**src/rtl/fifo_stream_reader.sv**
```systemverilog
// Drains a FIFO read port into a valid/ready stream through a 2-entry registered
// skid buffer, with a flush mode that discards everything buffered or in flight.
module fifo_stream_reader #(
    parameter int DATA_WIDTH = 8,
    parameter int RD_LATENCY = 1
) (
    input  logic                  rd_clk,
    input  logic                  rst,
    input  logic                  fifo_empty,
    output logic                  fifo_rd_en,
    input  logic [DATA_WIDTH-1:0] fifo_data_rd,
    output logic                  m_valid,
    input  logic                  m_ready,
    output logic [DATA_WIDTH-1:0] m_data,
    input  logic                  flush,
    output logic                  flush_busy,
    output logic [15:0]           rd_count
);

    typedef enum logic {
        NORMAL = 1'b0,
        FLUSH  = 1'b1
    } state_t;

    state_t                state;
    state_t                state_next;
    logic [1:0]            occ;
    logic [1:0]            occ_next;
    logic                  inflight;
    logic [DATA_WIDTH-1:0] head;
    logic [DATA_WIDTH-1:0] head_next;
    logic [DATA_WIDTH-1:0] tail;
    logic [DATA_WIDTH-1:0] tail_next;
    logic                  handshake;
    logic                  capture;
    logic [2:0]            pending;

    assign m_valid   = (occ != 2'd0);
    assign m_data    = head;
    assign handshake = m_valid && m_ready;

    // Words already owed to the buffer after this cycle's handshake retires.
    assign pending = {1'b0, occ} + {2'b00, inflight} - {2'b00, handshake};

    // Returned FIFO data is only ever kept in NORMAL; in FLUSH it is dropped on the floor.
    assign capture = (state == NORMAL) &&
                     ((RD_LATENCY == 0) ? fifo_rd_en : inflight);

    always_ff @(posedge rd_clk or posedge rst) begin
        if (rst) begin
            state <= NORMAL;
        end else begin
            state <= state_next;
        end
    end

    // NOTE: every output of this block gets a default first, so no path can infer a latch.
    always_comb begin
        state_next = state;
        fifo_rd_en = 1'b0;
        flush_busy = (state == FLUSH);
        unique case (state)
            NORMAL: begin
                fifo_rd_en = !fifo_empty && (pending < 3'd2);
                if (flush) begin
                    state_next = FLUSH;
                end
            end
            FLUSH: begin
                fifo_rd_en = !fifo_empty;
                if (fifo_empty && !inflight) begin
                    state_next = NORMAL;
                end
            end
            default: state_next = NORMAL;
        endcase
        if (rst) begin
            fifo_rd_en = 1'b0;
        end
    end

    always_comb begin
        occ_next  = occ;
        head_next = head;
        tail_next = tail;
        unique case ({handshake, capture})
            2'b10: begin
                head_next = tail;
                occ_next  = occ - 2'd1;
            end
            2'b01: begin
                if (occ == 2'd0) begin
                    head_next = fifo_data_rd;
                end else begin
                    tail_next = fifo_data_rd;
                end
                occ_next = occ + 2'd1;
            end
            2'b11: begin
                if (occ == 2'd1) begin
                    head_next = fifo_data_rd;
                end else begin
                    head_next = tail;
                    tail_next = fifo_data_rd;
                end
            end
            default: ;
        endcase
        // A flush still lets a coincident handshake retire, but empties the buffer.
        if (flush || state == FLUSH) begin
            occ_next = 2'd0;
        end
    end

    // NOTE: sequential state uses non-blocking assignments so every register samples pre-edge values.
    always_ff @(posedge rd_clk or posedge rst) begin
        if (rst) begin
            occ      <= 2'd0;
            inflight <= 1'b0;
            head     <= '0;
            rd_count <= 16'd0;
        end else begin
            occ      <= occ_next;
            inflight <= (RD_LATENCY == 1) && fifo_rd_en;
            head     <= head_next;
            if (handshake) begin
                rd_count <= rd_count + 16'd1;
            end
        end
    end

    // NOTE: tail is pure storage qualified by occ, so it carries no reset.
    always_ff @(posedge rd_clk) begin
        tail <= tail_next;
    end

endmodule

```
**config.mk**
```make
export PLATFORM = sky130hd
export DESIGN_NAME = fifo_stream_reader
export DESIGN_NICKNAME = d
export VERILOG_FILES = /design/src/rtl/fifo_stream_reader.sv
export SDC_FILE = /design/constraint.sdc
export NUM_CORES = 1
export LEC_CHECK = 0
export ABC_AREA = 0
export CORE_AREA = 2 2 60 62
export DETAILED_ROUTE_END_ITERATION = 12
export DIE_AREA = 0 0 62 64
export PLACE_DENSITY = 0.81
export SLEW_MARGIN = 5
export SYNTH_ARGS = -nofsm -noshare
export SYNTH_HDL_FRONTEND = slang
export SYNTH_SLANG_ARGS = --single-unit
```
**constraint.sdc**
```tcl
create_clock -name rd_clk -period 7.8 [get_ports rd_clk]
set_input_delay 0.78 -clock rd_clk [delete_from_list [all_inputs] [get_ports rd_clk]]
set_output_delay 0.78 -clock rd_clk [all_outputs]
set_load 0.05 [all_outputs]
```
# After elaboration in Yosys (flattened, before gate mapping)
# Cells that the tools add are included.
[totals]
romBits = 0
latchBits = 0
mem_bits_rw = 0
n_memories = 0
input_bits = 13
register_bits = 36
[op_classes]
mul = 0
div_mod_pow = 0
eq_ne = 7
n_bitwise = 1
add_sub_neg = 5
shift = 0
order_cmp = 1
n_reduce_logical = 14
n_mux = 13
[ops]
columns = ["operator", "n"]
rows = [
  ["2-to-1 mux 8 bit", 4],
  ["case mux 8 bit (3 select lines)", 1],
  ["adder 16 x 1 -> 16 bit, second input constant", 1],
  ["case mux 8 bit (2 select lines)", 1],
  ["!= test 2 bit, second input constant", 3],
  ["nonzero test 3 bit", 2],
  ["== test 2 x 1 -> 1 bit, second input constant", 2],
  ["== test 2 bit, second input constant", 2],
  ["logical AND 1 bit", 4],
  ["case mux 1 bit (2 select lines)", 2],
  ["case mux 2 bit (2 select lines)", 1],
  ["nonzero test 2 bit", 2],
  ["adder 2 x 1 -> 3 bit", 1],
  ["< comparator 3 x 2 -> 1 bit, second input constant", 1],
  ["2-to-1 mux 1 bit", 3],
  ["AND reduction 3 bit", 1],
  ["subtractor 3 x 1 -> 3 bit", 1],
  ["adder 2 x 1 -> 2 bit, second input constant", 1],
  ["logical NOT 1 bit", 2],
  ["logical NOT 2 bit", 1],
  ["2-to-1 mux 2 bit", 1],
  ["AND reduction 2 bit", 1],
  ["subtractor 2 x 1 -> 2 bit, second input constant", 1],
  ["logical OR 1 bit", 1],
  ["NOT 1 bit", 1],
]

# Depth between registers and ports, before layout
[depth]
ltp_word = 7
ltp_mapped = 9
depth_no_buf = 9

# Worst setup path after synthesis
# OpenSTA, ideal clock, no wires.
[synth_path]
path_type = "input-to-output"
from = "input port m_ready"
to = "output port fifo_rd_en"
n_path_buf = 0
arrival_time_ps = 3038
setup_slack_ps = 3982
t_required_ps = 7020
path_stages = 7
cell_sequence = "nor2b_1 > xnor2_1 > nand2b_1 > fa_1 > xnor2_1 > a21oi_1 > nor3_1"
[synth_via]
elab_chain_len = 6
[synth_rtl]
columns = ["element", "line", "source"]
rows = [
  ["start: declaration", "13", "input logic m_ready,"],
  ["logical AND 1 bit", "40", "assign handshake = m_valid && m_ready;"],
  ["subtractor 3 x 1 -> 3 bit", "43", "assign pending = {1'b0, occ} + {2'b00, inflight} - {2'b00, handshake};"],
  ["< comparator 3 x 2 -> 1 bit", "64", "fifo_rd_en = !fifo_empty && (pending < 3'd2);"],
  ["logical AND 1 bit", "64", ""],
  ["case mux 1 bit (2 select lines)", "62", "unique case (state)"],
  ["2-to-1 mux 1 bit", "77", "if (rst) begin"],
  ["end: declaration", "10", "output logic fifo_rd_en,"],
]
# Every way passes these cells.

# Worst setup path after layout
# Ends and elaborated chain as after synthesis.

==> results_tabular.tex <==
\begin{tabular}{lr}
\hline
Metric & Value \\
\hline
\multicolumn{2}{l}{\textbf{Timing}} \\
\quad Hold WS & 0.488 ns \\
\quad Number of setup violations in the final report & 0 \\
\quad Portion of the clock cycle consumed by the worst path in the final layout & 58.3\% \\
\quad Transition time at the pin with the least slew margin & 1.12 ns \\
\quad Unrepaired setup endpoints after global routing & false \\
\quad FMAX & 220 MHz \\
\quad Number of failing hold endpoints at the final stage & 0 \\
\quad Number of max-slew violations in the final report & 0 \\
\quad Post-Route Skew & 0.0161 ns \\
\quad Final Critical Period & 4.54 ns \\
\quad Worst max-slew margin expressed relative to the limit & 25.1\% \\
\quad Final sum of negative setup slack & 0 ns \\
\multicolumn{2}{l}{\textbf{Power and ir drop}} \\
\quad VDD IR-drop max & 0.180 mV \\
\quad Tot Pwr & 0.000574 W \\
\quad Leak Pwr & 0.879 nW \\
\quad Power per Cell Area & 271 mW/mm² \\
\multicolumn{2}{l}{\textbf{Placement}} \\
\quad Detail Placement HPWL & 2340 µm \\
\quad Cell count after placement & 216 \\
\quad Placer congestion estimate & 0.749 \\
\quad Area post-placement & 0.00204 mm² \\
\quad I/O Buffers & 39 \\
\multicolumn{2}{l}{\textbf{Run}} \\
\quad Maxcap violations & 0 \\
\multicolumn{2}{l}{\textbf{Finish}} \\
\quad Final Cell Area & 0.00212 mm² \\
\quad Number of inserted diodes & 0 \\
\quad Layout cell share with drive strength beyond 1 & 7.30\% \\
\quad Layout Area Growth over Synthesis & 32.4\% \\
\quad Final Net Count & 194 \\
\quad Final cell count without fillers & 224 \\
\multicolumn{2}{l}{\textbf{Synth}} \\
\quad Post-Synthesis Cells & 133 \\
\quad Post-synth EDFFs & 8 \\
\quad Number of warnings reported in the yosys synthesis log & 0 \\
\quad Post-synthesis net count & 150 \\
\quad Post-synth ARST share & 77.8\% \\
\quad Most used DFF post-synth & sky130\_fd\_sc\_hd\_\_dfrtp\_1 \\
\quad Average cell area after synthesis & 12.0 µm² \\
\quad Flip-flop and latch count after synthesis & 36 \\
\quad Proportion of synthesized chip area in sequential cells & 58.8\% \\
\quad Unique cell type count in the Yosys netlist & 28 \\
\quad Netlist Area Pre-Place & 0.00160 mm² \\
\multicolumn{2}{l}{\textbf{Clocking}} \\
\quad Number of hold buffers added after CTS & 0 \\
\quad Cells resized by post-CTS repair & 0 \\
\quad CTS buffer count & 5 \\
\quad Max Buffers Root-to-Sink & 2 \\
\quad Post-CTS Setup Bufs & 0 \\
\quad Worst-Skew Late Latency & 0.35 ns \\
\quad CTS sink cnt & 36 \\
\quad Clock slew at the register clock pins of the worst setup and hold paths & 0.12 ns \\
\quad CTS tree & done \\
\quad CTS H-tree depth & 2 \\
\quad Buffer cell driving the clock tree root & sky130\_fd\_sc\_hd\_\_clkbuf\_4 \\
\multicolumn{2}{l}{\textbf{Hold path}} \\
\quad Kind of path behind the tightest hold check & register to register \\
\quad Worst Hold Depth & 1 \\
\multicolumn{2}{l}{\textbf{Floorplanning}} \\
\quad Chip width & 62 µm \\
\quad Core ar. & 0.00328 mm² \\
\quad Initial core utilization & 48.7\% \\
\quad Standard-cell row count & 21 \\
\quad Die Outline Area & 0.00397 mm² \\
\quad Top-level port count & 40 \\
\quad Vert. Die Dim & 64 µm \\
\multicolumn{2}{l}{\textbf{Critical path}} \\
\quad Arrival time worst endpoint & 3.76 ns \\
\quad CP Max Fanout & 5 \\
\quad Category of the most critical setup path & primary input to output pin \\
\quad Kind of start point of the critical path & primary input \\
\quad Logic depth of the worst register-to-register path & 9 \\
\quad Worst Setup End Kind & output pin \\
\quad Data required time of the worst path & 7.02 ns \\
\multicolumn{2}{l}{\textbf{Detailed routing}} \\
\quad Ratio of routed vias to standard cells & 5.05 \\
\quad Wirelength per Cell & 14.1 µm \\
\quad Violation count after the first detailed-routing iteration & 24 \\
\quad DRC & 0 \\
\quad Final wirelength & 3160 µm \\
\quad Vias & 1131 \\
\quad DRT antenna net count & 0 \\
\quad DRT Pass-1 Iters & 4 \\
\multicolumn{2}{l}{\textbf{GRT}} \\
\quad Global-route wire length before repair & 5200 µm \\
\quad Initial antenna violation count & 0 \\
\quad Via count of the first global-routing pass & 1129 \\
\quad GRT Util Overall & 18.0\% \\
\quad Residual overflow from global routing & 0 \\
\quad Largest net degree at the start of global routing & 29 \\
\multicolumn{2}{l}{\textbf{Run status}} \\
\quad Status & complete, no violations \\
\hline
\end{tabular}
[registers in the layout, indices dropped and copies added, names as in the netlist]
| register | count |
|---|---|
| flush_busy | 1 |
| inflight | 1 |
| m_data | 8 |
| occ | 2 |
| rd_count | 16 |
| tail | 8 |
[placed cells by master, fill, tap and decap left out, types with 5 or more instances in the layout]
cell / Yosys / routed
sky130_fd_sc_hd__clkdlybuf4s50_1: 0 / 39
sky130_fd_sc_hd__dfrtp_1: 28 / 28
sky130_fd_sc_hd__xnor2_1: 15 / 15
sky130_fd_sc_hd__nor2_1: 12 / 12
sky130_fd_sc_hd__nand2_1: 9 / 9
sky130_fd_sc_hd__a21oi_1: 9 / 9
sky130_fd_sc_hd__mux2i_1: 8 / 8
sky130_fd_sc_hd__edfxtp_1: 8 / 8
sky130_fd_sc_hd__inv_1: 6 / 6
sky130_fd_sc_hd__nand4_1: 5 / 5
sky130_fd_sc_hd__nor3_1: 5 / 5
sky130_fd_sc_hd__nand3_1: 5 / 5
sky130_fd_sc_hd__clkbuf_4: 0 / 5
[cells by family after synthesis]
| family | Yosys count | synth area share (%) |
|---|---|---|
| xor+xnor | 17 | 9.31 |
| simple gates | 46 | 15.0 |
| buf+inv | 8 | 2.43 |
| flops | 36 | 58.8 |
| mux | 8 | 5.01 |
| fa+ha+maj | 4 | 3.60 |
| compound gates | 14 | 5.79 |
[metal layers]
metal	track usage [%]	up-vias	wire, µm
met5	0	-	0
met3	3.24	7	147
met2	27.6	32	1520
met1	23.7	540	1410
li1	-	552	-
met4	9.57	0	84
[path summary, 6_finish.rpt]
check | from | to | slack (ns)
max in group asynchronous | rst | rd_count[10]$_DFFE_PP0P_ | 6.12
setup reg to reg | occ[1]$_DFFE_PP0P_ | inflight$_DFF_PP0_ | 5.35
hold / removal | rd_count[15]$_DFFE_PP0P_ | rd_count[15]$_DFFE_PP0P_ | 0.49
hold reg to reg | rd_count[15]$_DFFE_PP0P_ | rd_count[15]$_DFFE_PP0P_ | 0.49
setup / recovery | m_ready | fifo_rd_en | 3.26
min in group asynchronous | rst | rd_count[1]$_DFFE_PP0P_ | 1.03
[cells in the mapped netlist, drive strengths merged, types with 2 or more instances]
cell type,number,area [µm²]
nand2b,2,12.5
mux2i,8,80.1
nand4,5,31.3
nand2,9,33.8
ha,3,37.5
xnor2,15,131
a21oi,9,45.0
dfrtp,28,701
nor2b,2,12.5
nor3,5,25.0
inv,6,22.5
and3,3,20.0
buf,2,16.3
nor2,12,45.0
xor2,2,17.5
edfxtp,8,240
nand3,5,25.0
[critical path, cell delays in order]
cell,delay [ns]
sky130_fd_sc_hd__clkdlybuf4s50_1,0.54
sky130_fd_sc_hd__nor2b_1,0.36
sky130_fd_sc_hd__xnor2_1,0.18
sky130_fd_sc_hd__nand2b_1,0.20
sky130_fd_sc_hd__fa_1,0.39
sky130_fd_sc_hd__xnor2_1,0.16
sky130_fd_sc_hd__a21oi_1,0.08
sky130_fd_sc_hd__nor3_1,0.21
sky130_fd_sc_hd__clkdlybuf4s50_1,0.85
[power breakdown]
part	internal, W	total [W]	switching (W)
Combinational	0.0000686	0.000201	0.000133
Clock	0.0000668	0.000130	0.0000632
Sequential	0.000218	0.000243	0.0000246
Total	0.000354	0.000574	0.000221
[layout make-up]
type	count	area (µm²)
Fill cell	262	1170
Tap cell	46	57.6
Inverter	6	22.5
Timing Repair Buffer	39	390
Sequential cell	36	941
Clock buffer	5	37.5
Clock inverter	3	42.5
Multi-Input combinational cell	89	626
[stage by stage]
step                worst slack (ns)  utilization (%)
floorplan                       3.98                -
detailed placement              3.27             62.0
finish                          3.26             64.5
CTS                             3.25             64.5
global route                    3.15             64.5
global placement                3.43             62.0
Power figures use the tool's default switching activity.
